**config.mk**
```make
export PLATFORM = sky130hd
export DESIGN_NAME = destino_fifos_pausa_flat
export DESIGN_NICKNAME = d
export VERILOG_FILES = /design/src/rtl/destino_fifos_pausa_if.sv /design/src/rtl/destino_fifos_pausa.sv /design/src/flat_wrapper.sv
export SDC_FILE = /design/constraint.sdc
export NUM_CORES = 1
export LEC_CHECK = 0
export CAP_MARGIN = 20
export CORE_AREA = 2 2 84 86
export DETAILED_ROUTE_END_ITERATION = 6
export DIE_AREA = 0 0 86 88
export PLACE_DENSITY = 0.72
export SYNTH_ARGS = -nofsm -noshare
export SYNTH_HDL_FRONTEND = slang
export SYNTH_SLANG_ARGS = --single-unit
```
**constraint.sdc**
```tcl
create_clock -name clk -period 3 [get_ports clk]
set_input_delay 0.6 -clock clk [delete_from_list [all_inputs] [get_ports clk]]
set_output_delay 0.6 -clock clk [all_outputs]
set_load 0.02 [all_outputs]
```
**src/rtl/destino_fifos_pausa_if.sv**
```systemverilog
// D0/D1 routing bundle between the arbiter, the destination FIFOs
// and the downstream consumers.
interface destino_fifos_pausa_if #(
    parameter int DATA_WIDTH = 6
);
    logic [DATA_WIDTH-1:0] D0_in;
    logic [DATA_WIDTH-1:0] D1_in;
    logic                  D0_push;
    logic                  D1_push;
    logic                  D0_pop;
    logic                  D1_pop;
    logic [DATA_WIDTH-1:0] D0_out;
    logic [DATA_WIDTH-1:0] D1_out;
    logic                  D0_empty;
    logic                  D1_empty;
    logic                  D0_full;
    logic                  D1_full;
    logic                  D0_almost_empty;
    logic                  D1_almost_empty;
    logic                  D0_pause;
    logic                  D1_pause;
    logic                  D0_error;
    logic                  D1_error;

    modport master (
        output D0_in, D1_in, D0_push, D1_push, D0_pop, D1_pop,
        input  D0_out, D1_out, D0_empty, D1_empty, D0_full, D1_full,
        input  D0_almost_empty, D1_almost_empty,
        input  D0_pause, D1_pause, D0_error, D1_error
    );

    modport slave (
        input  D0_in, D1_in, D0_push, D1_push, D0_pop, D1_pop,
        output D0_out, D1_out, D0_empty, D1_empty, D0_full, D1_full,
        output D0_almost_empty, D1_almost_empty,
        output D0_pause, D1_pause, D0_error, D1_error
    );
endinterface

```
**src/rtl/destino_fifos_pausa.sv**
```systemverilog
// Two independent destination FIFOs with registered read data and
// occupancy-based pause back-pressure towards the arbiter.
module destino_fifo_canal #(
    parameter int DATA_WIDTH  = 6,
    parameter int ADDR_WIDTH  = 2,
    parameter int UMBRAL_ALTO = 3,
    parameter int UMBRAL_BAJO = 1
) (
    input  logic                  clk,
    input  logic                  reset_L,
    input  logic [DATA_WIDTH-1:0] d_i,
    input  logic                  push_i,
    input  logic                  pop_i,
    output logic [DATA_WIDTH-1:0] d_o,
    output logic                  empty_o,
    output logic                  full_o,
    output logic                  almost_empty_o,
    output logic                  pause_o,
    output logic                  error_o
);
    localparam int DEPTH = 1 << ADDR_WIDTH;
    localparam logic [ADDR_WIDTH:0] LLENO = {1'b1, {ADDR_WIDTH{1'b0}}};
    localparam logic [ADDR_WIDTH:0] ALTO  = (ADDR_WIDTH+1)'(UMBRAL_ALTO);
    localparam logic [ADDR_WIDTH:0] BAJO  = (ADDR_WIDTH+1)'(UMBRAL_BAJO);

    logic [DATA_WIDTH-1:0] mem_q [DEPTH];
    logic [ADDR_WIDTH-1:0] wr_ptr_q, wr_ptr_d;
    logic [ADDR_WIDTH-1:0] rd_ptr_q, rd_ptr_d;
    logic [ADDR_WIDTH:0]   count_q, count_d;
    logic [DATA_WIDTH-1:0] out_q, out_d;
    logic                  err_q, err_d;
    logic                  wr_en, rd_en;

    // Flags decode the registered count only, never push/pop.
    assign empty_o        = (count_q == '0);
    assign full_o         = (count_q == LLENO);
    assign almost_empty_o = (count_q <= BAJO);
    assign pause_o        = (count_q >= ALTO);
    assign error_o        = err_q;
    assign d_o            = out_q;

    always_comb begin
        wr_en    = push_i && (!full_o || pop_i);
        rd_en    = pop_i && !empty_o;
        wr_ptr_d = wr_ptr_q;
        rd_ptr_d = rd_ptr_q;
        count_d  = count_q;
        out_d    = out_q;
        err_d    = err_q;
        if (wr_en) wr_ptr_d = wr_ptr_q + ADDR_WIDTH'(1);
        if (rd_en) begin
            rd_ptr_d = rd_ptr_q + ADDR_WIDTH'(1);
            out_d    = mem_q[rd_ptr_q];
        end
        if (wr_en && !rd_en) count_d = count_q + (ADDR_WIDTH+1)'(1);
        if (rd_en && !wr_en) count_d = count_q - (ADDR_WIDTH+1)'(1);
        if ((push_i && full_o && !pop_i) || (pop_i && empty_o)) begin
            err_d = 1'b1;
        end
    end

    always_ff @(posedge clk or negedge reset_L) begin
        if (!reset_L) begin
            wr_ptr_q <= '0;
            rd_ptr_q <= '0;
            count_q  <= '0;
            out_q    <= '0;
            err_q    <= 1'b0;
        end else begin
            wr_ptr_q <= wr_ptr_d;
            rd_ptr_q <= rd_ptr_d;
            count_q  <= count_d;
            out_q    <= out_d;
            err_q    <= err_d;
        end
    end

    // Storage needs no reset; the pointers define what is valid.
    always_ff @(posedge clk) begin
        if (wr_en) mem_q[wr_ptr_q] <= d_i;
    end
endmodule

module destino_fifos_pausa #(
    parameter int DATA_WIDTH  = 6,
    parameter int ADDR_WIDTH  = 2,
    parameter int UMBRAL_ALTO = 3,
    parameter int UMBRAL_BAJO = 1
) (
    input  logic                 clk,
    input  logic                 reset_L,
    destino_fifos_pausa_if.slave bus
);
    destino_fifo_canal #(
        .DATA_WIDTH (DATA_WIDTH),
        .ADDR_WIDTH (ADDR_WIDTH),
        .UMBRAL_ALTO(UMBRAL_ALTO),
        .UMBRAL_BAJO(UMBRAL_BAJO)
    ) u_d0 (
        .clk           (clk),
        .reset_L       (reset_L),
        .d_i           (bus.D0_in),
        .push_i        (bus.D0_push),
        .pop_i         (bus.D0_pop),
        .d_o           (bus.D0_out),
        .empty_o       (bus.D0_empty),
        .full_o        (bus.D0_full),
        .almost_empty_o(bus.D0_almost_empty),
        .pause_o       (bus.D0_pause),
        .error_o       (bus.D0_error)
    );

    destino_fifo_canal #(
        .DATA_WIDTH (DATA_WIDTH),
        .ADDR_WIDTH (ADDR_WIDTH),
        .UMBRAL_ALTO(UMBRAL_ALTO),
        .UMBRAL_BAJO(UMBRAL_BAJO)
    ) u_d1 (
        .clk           (clk),
        .reset_L       (reset_L),
        .d_i           (bus.D1_in),
        .push_i        (bus.D1_push),
        .pop_i         (bus.D1_pop),
        .d_o           (bus.D1_out),
        .empty_o       (bus.D1_empty),
        .full_o        (bus.D1_full),
        .almost_empty_o(bus.D1_almost_empty),
        .pause_o       (bus.D1_pause),
        .error_o       (bus.D1_error)
    );
endmodule
```
**src/flat_wrapper.sv**
```systemverilog
// flat-port wrapper written by rule: the top's interface ports become plain ports
module destino_fifos_pausa_flat 
#(
    parameter int DATA_WIDTH  = 6,
    parameter int ADDR_WIDTH  = 2,
    parameter int UMBRAL_ALTO = 3,
    parameter int UMBRAL_BAJO = 1
)
  (clk, reset_L, bus_D0_in, bus_D1_in, bus_D0_push, bus_D1_push, bus_D0_pop, bus_D1_pop, bus_D0_out, bus_D1_out, bus_D0_empty, bus_D1_empty, bus_D0_full, bus_D1_full, bus_D0_almost_empty, bus_D1_almost_empty, bus_D0_pause, bus_D1_pause, bus_D0_error, bus_D1_error);
  destino_fifos_pausa_if #(.DATA_WIDTH(DATA_WIDTH)) bus_i ();
  input  logic clk;
  input  logic reset_L;
  input wire logic [$bits(bus_i.D0_in)-1:0] bus_D0_in;
  input wire logic [$bits(bus_i.D1_in)-1:0] bus_D1_in;
  input wire logic [$bits(bus_i.D0_push)-1:0] bus_D0_push;
  input wire logic [$bits(bus_i.D1_push)-1:0] bus_D1_push;
  input wire logic [$bits(bus_i.D0_pop)-1:0] bus_D0_pop;
  input wire logic [$bits(bus_i.D1_pop)-1:0] bus_D1_pop;
  output wire logic [$bits(bus_i.D0_out)-1:0] bus_D0_out;
  output wire logic [$bits(bus_i.D1_out)-1:0] bus_D1_out;
  output wire logic [$bits(bus_i.D0_empty)-1:0] bus_D0_empty;
  output wire logic [$bits(bus_i.D1_empty)-1:0] bus_D1_empty;
  output wire logic [$bits(bus_i.D0_full)-1:0] bus_D0_full;
  output wire logic [$bits(bus_i.D1_full)-1:0] bus_D1_full;
  output wire logic [$bits(bus_i.D0_almost_empty)-1:0] bus_D0_almost_empty;
  output wire logic [$bits(bus_i.D1_almost_empty)-1:0] bus_D1_almost_empty;
  output wire logic [$bits(bus_i.D0_pause)-1:0] bus_D0_pause;
  output wire logic [$bits(bus_i.D1_pause)-1:0] bus_D1_pause;
  output wire logic [$bits(bus_i.D0_error)-1:0] bus_D0_error;
  output wire logic [$bits(bus_i.D1_error)-1:0] bus_D1_error;
  assign bus_i.D0_in = bus_D0_in;
  assign bus_i.D1_in = bus_D1_in;
  assign bus_i.D0_push = bus_D0_push;
  assign bus_i.D1_push = bus_D1_push;
  assign bus_i.D0_pop = bus_D0_pop;
  assign bus_i.D1_pop = bus_D1_pop;
  assign bus_D0_out = bus_i.D0_out;
  assign bus_D1_out = bus_i.D1_out;
  assign bus_D0_empty = bus_i.D0_empty;
  assign bus_D1_empty = bus_i.D1_empty;
  assign bus_D0_full = bus_i.D0_full;
  assign bus_D1_full = bus_i.D1_full;
  assign bus_D0_almost_empty = bus_i.D0_almost_empty;
  assign bus_D1_almost_empty = bus_i.D1_almost_empty;
  assign bus_D0_pause = bus_i.D0_pause;
  assign bus_D1_pause = bus_i.D1_pause;
  assign bus_D0_error = bus_i.D0_error;
  assign bus_D1_error = bus_i.D1_error;
  destino_fifos_pausa #(.DATA_WIDTH(DATA_WIDTH), .ADDR_WIDTH(ADDR_WIDTH), .UMBRAL_ALTO(UMBRAL_ALTO), .UMBRAL_BAJO(UMBRAL_BAJO)) u_core (.clk(clk), .reset_L(reset_L), .bus(bus_i));
endmodule
```
==> results of run 1 <==
[worst max-delay path: stages, from the launching register on]
cell,delay [ns]
dfrtp_1,0.44
inv_1,0.14
ha_1,0.25
nand2b_1,0.11
inv_1,0.07
clkdlybuf4s50_1,0.60
[report_power, final]
group	internal [mW]	leakage (nW)	total, mW	switching, mW
Clock	0.465	0.109	0.830	0.365
Combinational	0.795	0.672	1.49	0.697
Sequential	1.44	0.764	1.69	0.241
[cell type report]
class,instances,share of cell area (%)
clock buffer,9,3.13
multi-input combinational,102,26.1
timing repair buffer,40,10.1
tap,80,2.53
sequential,76,54.2
clock inverter,7,2.31
inverter,18,1.71
[kinds of logic (layout without fill, tap and decap cells)]
group / after synthesis / after routing / share of synthesized area [%]
compound gates: 18 / 18 / 3.60
xor+xnor: 10 / 10 / 2.68
fa+ha+maj: 20 / 20 / 7.65
buf+inv: 22 / 74 / 2.98
flops: 76 / 76 / 65.5
mux: 26 / 26 / 13.1
simple gates: 28 / 28 / 4.51
[metal layers]
layer	vias up	wire length (um)	share of wire (%)	track usage, %
met5	-	0	0	0
met4	0	95	1.8	8.80
met3	10	202	3.9	3.02
met2	37	2570	49	25.7
met1	838	2330	45	20.0
li1	812	-	-	-
[synth_stat cells, drive strengths merged]
cell / count / share of area [%]
mux2: 14 / 4.8
nand3: 2 / 0.31
o22ai: 2 / 0.38
a21boi: 2 / 0.69
nand2: 4 / 0.46
a31oi: 2 / 0.38
mux4: 12 / 8.3
nor2b: 4 / 0.76
dfrtp: 28 / 21
nor2: 6 / 0.69
buf: 2 / 0.69
a21oi: 4 / 0.61
ha: 20 / 7.7
xnor2: 10 / 2.7
clkbuf: 2 / 0.23
inv: 18 / 2.1
o21ai: 4 / 0.61
edfxtp: 48 / 44
nand2b: 2 / 0.38
a21o: 4 / 0.92
and2: 10 / 1.9
[final timing paths]
| path | startpoint | end | slack, ns | depth (start not counted) |
|---|---|---|---|---|
| max | u_core.u_d1.count_q[0] | bus_D1_empty | 0.45 | 5 |
| min | u_core.u_d1.error_o | u_core.u_d1.error_o | 0.48 | 1 |
| max reg2reg | u_core.u_d1.count_q[0] | u_core.u_d1.count_q[2] | 0.89 | 8 |
| min reg2reg | u_core.u_d1.error_o | u_core.u_d1.error_o | 0.48 | 1 |
| max in group asynchronous | reset_L | u_core.u_d1.d_o[3] | 2.08 | 2 |
| min in group asynchronous | reset_L | u_core.u_d0.error_o | 0.64 | 2 |
[registers in the layout (all words and copies together) (netlist names)]
signal	count
u_core.u_d1.wr_ptr_q	2
u_core.u_d1.mem_q	24
u_core.u_d0.mem_q	24
u_core.u_d0.error_o	1
u_core.u_d1.count_q	3
u_core.u_d1.error_o	1
u_core.u_d1.rd_ptr_q	2
u_core.u_d0.d_o	6
u_core.u_d0.count_q	3
u_core.u_d0.rd_ptr_q	2
u_core.u_d0.wr_ptr_q	2
u_core.u_d1.d_o	6
==> results_dict.tcl, run 1 <==
set metrics [dict create \
    io_pins 40 \
    worstSetupStartpointType "flip-flop" \
    drt-wirelength-per-cell_um 15.7 \
    layout_min_cycle_time_ns 2.55 \
    gp_congestion 0.726 \
    viasPerCell 5.11 \
    nets 285 \
    clock_skew_ns 0.00557 \
    synth_cells 200 \
    grt_first_pass_wirelength_um 8760 \
    tritoncts "done" \
    layout_setup_ws_ns 0.451 \
    yosys_warnings 0 \
    avgSynthCellArea_um2 16.4 \
    placed_cell_area_um2 3740 \
    wl_um 5200 \
    layout-drive-gt1-share_pct 17.9 \
    final_cell_area_um2 3950 \
    path_clk_slew_ns 0.08 \
    critPathKind "flip-flop to output port" \
    hold_buffers 0 \
    port_buffers 39 \
    cts_root_buffer "clkbuf_8" \
    syn_nets 238 \
    hpwl_um 3690 \
    grt.total_usage_pct 15.8 \
    worstPathMaxFanout 4 \
    ir_drop_v 0.000463 \
    grt_overflow_total 0 \
    fin_tns_setup_ns 0 \
    grt_start_max_net_pins 29 \
    required_ns 2.40 \
    syn_to_final_growth_pct 20.9 \
    place_ws_ns 0.710 \
    min_path_type "flip-flop to flip-flop" \
    cts_buffers 9 \
    diodes 0 \
    regArea_um2 2140 \
    clk_latency_ns 0.34 \
    yosys_register_bits 76 \
    clock_sinks 76 \
    core_area_um2 6640 \
    p_leak_nw 1.54 \
    finish.utilization_pct 59.5 \
    first_pass_iters 4 \
    synth.distinct_cells 21 \
    cap_violations 0 \
    post-cts-setup-buffer-count 0 \
    netlist_area_um2 3270 \
    layout.cells.non_filler 332 \
    final.period_utilization_pct 85.0 \
    fp.dieW_um 86 \
    initial_core_util_pct 49.2 \
    vias 1697 \
    fin_hold_ws_ns 0.481 \
    hold_violations 0 \
    dpl.cell_count 316 \
    antenna_found_initial 0 \
    tightest_slew_ns 0.465 \
    end_kind "output port" \
    p_total_mw 4.01 \
    grt_pass1_vias 1822 \
    slew_viol_final 0 \
    mostFrequentLayoutCells "edfxtp_1, clkdlybuf4s50_1, dfrtp_1, ha_1, inv_1" \
    setup_viol 0 \
    powerDensity_nw_per_um2 1010 \
    postRouteAntennaNets 0 \
    final_common_cell "edfxtp_1" \
    clockBufferDepth 2 \
    fmax_mhz 392 \
    cts-resized-gates 0 \
    h-tree-depth 3 \
    die_y_um 88 \
    fp-row-count 30 \
    drtIter0Drc 32 \
    status "completed" \
    drc 0 \
    max_slew_margin_pct 69.0 \
    fill_cells 510 \
    ys_seq_area_share_pct 65.5 \
    multi_input_area_um2 1030 \
    dieArea_um2 7570 \
    critPathArrivalTime_ns 1.95 \
    grt_setup_unrepaired "false" \
]
Note: power is estimated with default switching activity, not from simulation.
==> run 2: changes to the inputs <==
- clock period: 3 -> 2.5 ns (I/O delays scaled with it)
==> results_dict.tcl, run 2 (synthesis gave the netlist of run 1 again) <==
set metrics [dict create \
    p_sw_mw 1.52 \
    clk_latency_ns 0.34 \
    max_slew_margin_pct 67.1 \
    postRouteAntennaNets 0 \
    fin_hold_ws_ns 0.470 \
    cts-resized-gates 0 \
    hpwl_um 3610 \
    finish.utilization_pct 60.3 \
    place_ws_ns 0.286 \
    powerDensity_nw_per_um2 1220 \
    setup_viol 0 \
    power.internal_mw 3.37 \
    reg_top3 "u_core.u_d0.mem_q x24, u_core.u_d1.mem_q x24" \
    wl_um 5090 \
    nets 287 \
    cts_buffers 9 \
    port_buffers 39 \
    p_comb_share_pct 36.5 \
    tightest_slew_ns 0.493 \
    antenna_found_initial 0 \
    hold_buffers 0 \
    cap_violations 0 \
    worstSetupStartpointType "flip-flop" \
    cts_root_buffer "clkbuf_8" \
    tritoncts "done" \
    final_common_cell "edfxtp_1" \
    layout_min_cycle_time_ns 2.37 \
    grt_start_max_net_pins 29 \
    viasPerCell 5.12 \
    clock_sinks 76 \
    mostFrequentLayoutCells "edfxtp_1, clkdlybuf4s50_1, dfrtp_1, ha_1, inv_1" \
    grt_overflow_total 0 \
    critPathArrivalTime_ns 1.87 \
    layout_setup_ws_ns 0.131 \
    io_pins 40 \
    grt.total_usage_pct 15.6 \
    initial_core_util_pct 49.2 \
    fmax_mhz 422 \
    h-tree-depth 3 \
    final.period_utilization_pct 94.8 \
    seqPwrFrac_pct 41.3 \
    status "completed" \
    drt-wirelength-per-cell_um 15.2 \
    post-cts-setup-buffer-count 0 \
    first_pass_iters 4 \
    clock_skew_ns 0.00424 \
    die_y_um 88 \
    dieArea_um2 7570 \
    min_path_type "flip-flop to flip-flop" \
    hold_violations 0 \
    required_ns 2.00 \
    fp.dieW_um 86 \
    grt_setup_unrepaired "false" \
    swShare_pct 31.1 \
    gp_congestion 0.712 \
    vias 1709 \
    drtIter0Drc 61 \
    fp-row-count 30 \
    drc 0 \
    core_area_um2 6640 \
    layout-drive-gt1-share_pct 17.7 \
    grt_pass1_vias 1803 \
    ir_drop_v 0.000651 \
    syn_to_final_growth_pct 22.5 \
    end_kind "output port" \
    p_leak_nw 1.62 \
    path_clk_slew_ns 0.07 \
    grt_first_pass_wirelength_um 8500 \
    fin_tns_setup_ns 0 \
    diodes 0 \
    worstPathMaxFanout 5 \
    slew_viol_final 0 \
    clockBufferDepth 2 \
    critPathKind "flip-flop to output port" \
    power_frac_clock_pct 22.2 \
]
==> run 2: cell count changes in the layout (fill, tap and decap cells not counted), sizes merged <==
cell	previous run	this run
clkbuf	9	10
clkinvlp	1	0
buf	1	3
clkinv	4	3
clkdlybuf4s50	39	35
dlymetal6s2s	0	4
bufinv	2	3
==> run 2: power groups by stage <==
| stage | clock network, mW | logic, mW | registers, mW |
|---|---|---|---|
| floorplan | 0 | 1.22 | 2.02 |
| global route | 1.16 | 1.97 | 2.09 |
| detailed placement | 0 | 1.82 | 2.06 |
| CTS | 1.11 | 1.82 | 2.04 |
| finish | 1.09 | 1.79 | 2.02 |
| global placement | 0 | 1.80 | 2.05 |
==> run 2: worst max-delay path: stages, from the launching register on <==
cell and delay [ns]:
dfrtp_1 0.41, inv_1 0.14, ha_2 0.25, and2_1 0.14
clkdlybuf4s50_1 0.60
==> run 2: cell type report <==
type / count / area [um2]
fill: 509 / 2640
sequential: 76 / 2140
multi-input combinational: 102 / 1030
timing repair buffer: 42 / 423
clock buffer: 10 / 138
clock inverter: 6 / 101
tap: 80 / 100
inverter: 18 / 67.6
==> run 2: worst paths after layout <==
kind | start | depth (start not counted) | slack (ns) | end
worst max-delay path | u_core.u_d0.count_q[1] | 4 | 0.13 | bus_D0_full
worst min-delay path | u_core.u_d1.error_o | 1 | 0.47 | u_core.u_d1.error_o
worst max register to register | u_core.u_d1.count_q[0] | 7 | 0.66 | u_core.u_d1.count_q[2]
worst min register to register | u_core.u_d1.error_o | 1 | 0.47 | u_core.u_d1.error_o
max in group asynchronous | reset_L | 2 | 1.69 | u_core.u_d1.d_o[1]
min in group asynchronous | reset_L | 2 | 0.54 | u_core.u_d0.error_o
==> run 2: stage by stage <==
stage,area [um2],total power [mW],instances
finish,4010,4.90,334
global route,4010,5.22,334
CTS,3990,4.96,334
detailed placement,3750,3.88,318
global placement,3750,3.85,318
floorplan,3270,3.25,200
==> run 2: layer usage <==
layer	global-route usage (%)	wire length, um	vias to the layer above
li1	-	-	818
met1	19.2	2220	845
met2	25.2	2550	38
met5	0	0	-
met4	9.38	102	0
met3	3.77	205	8
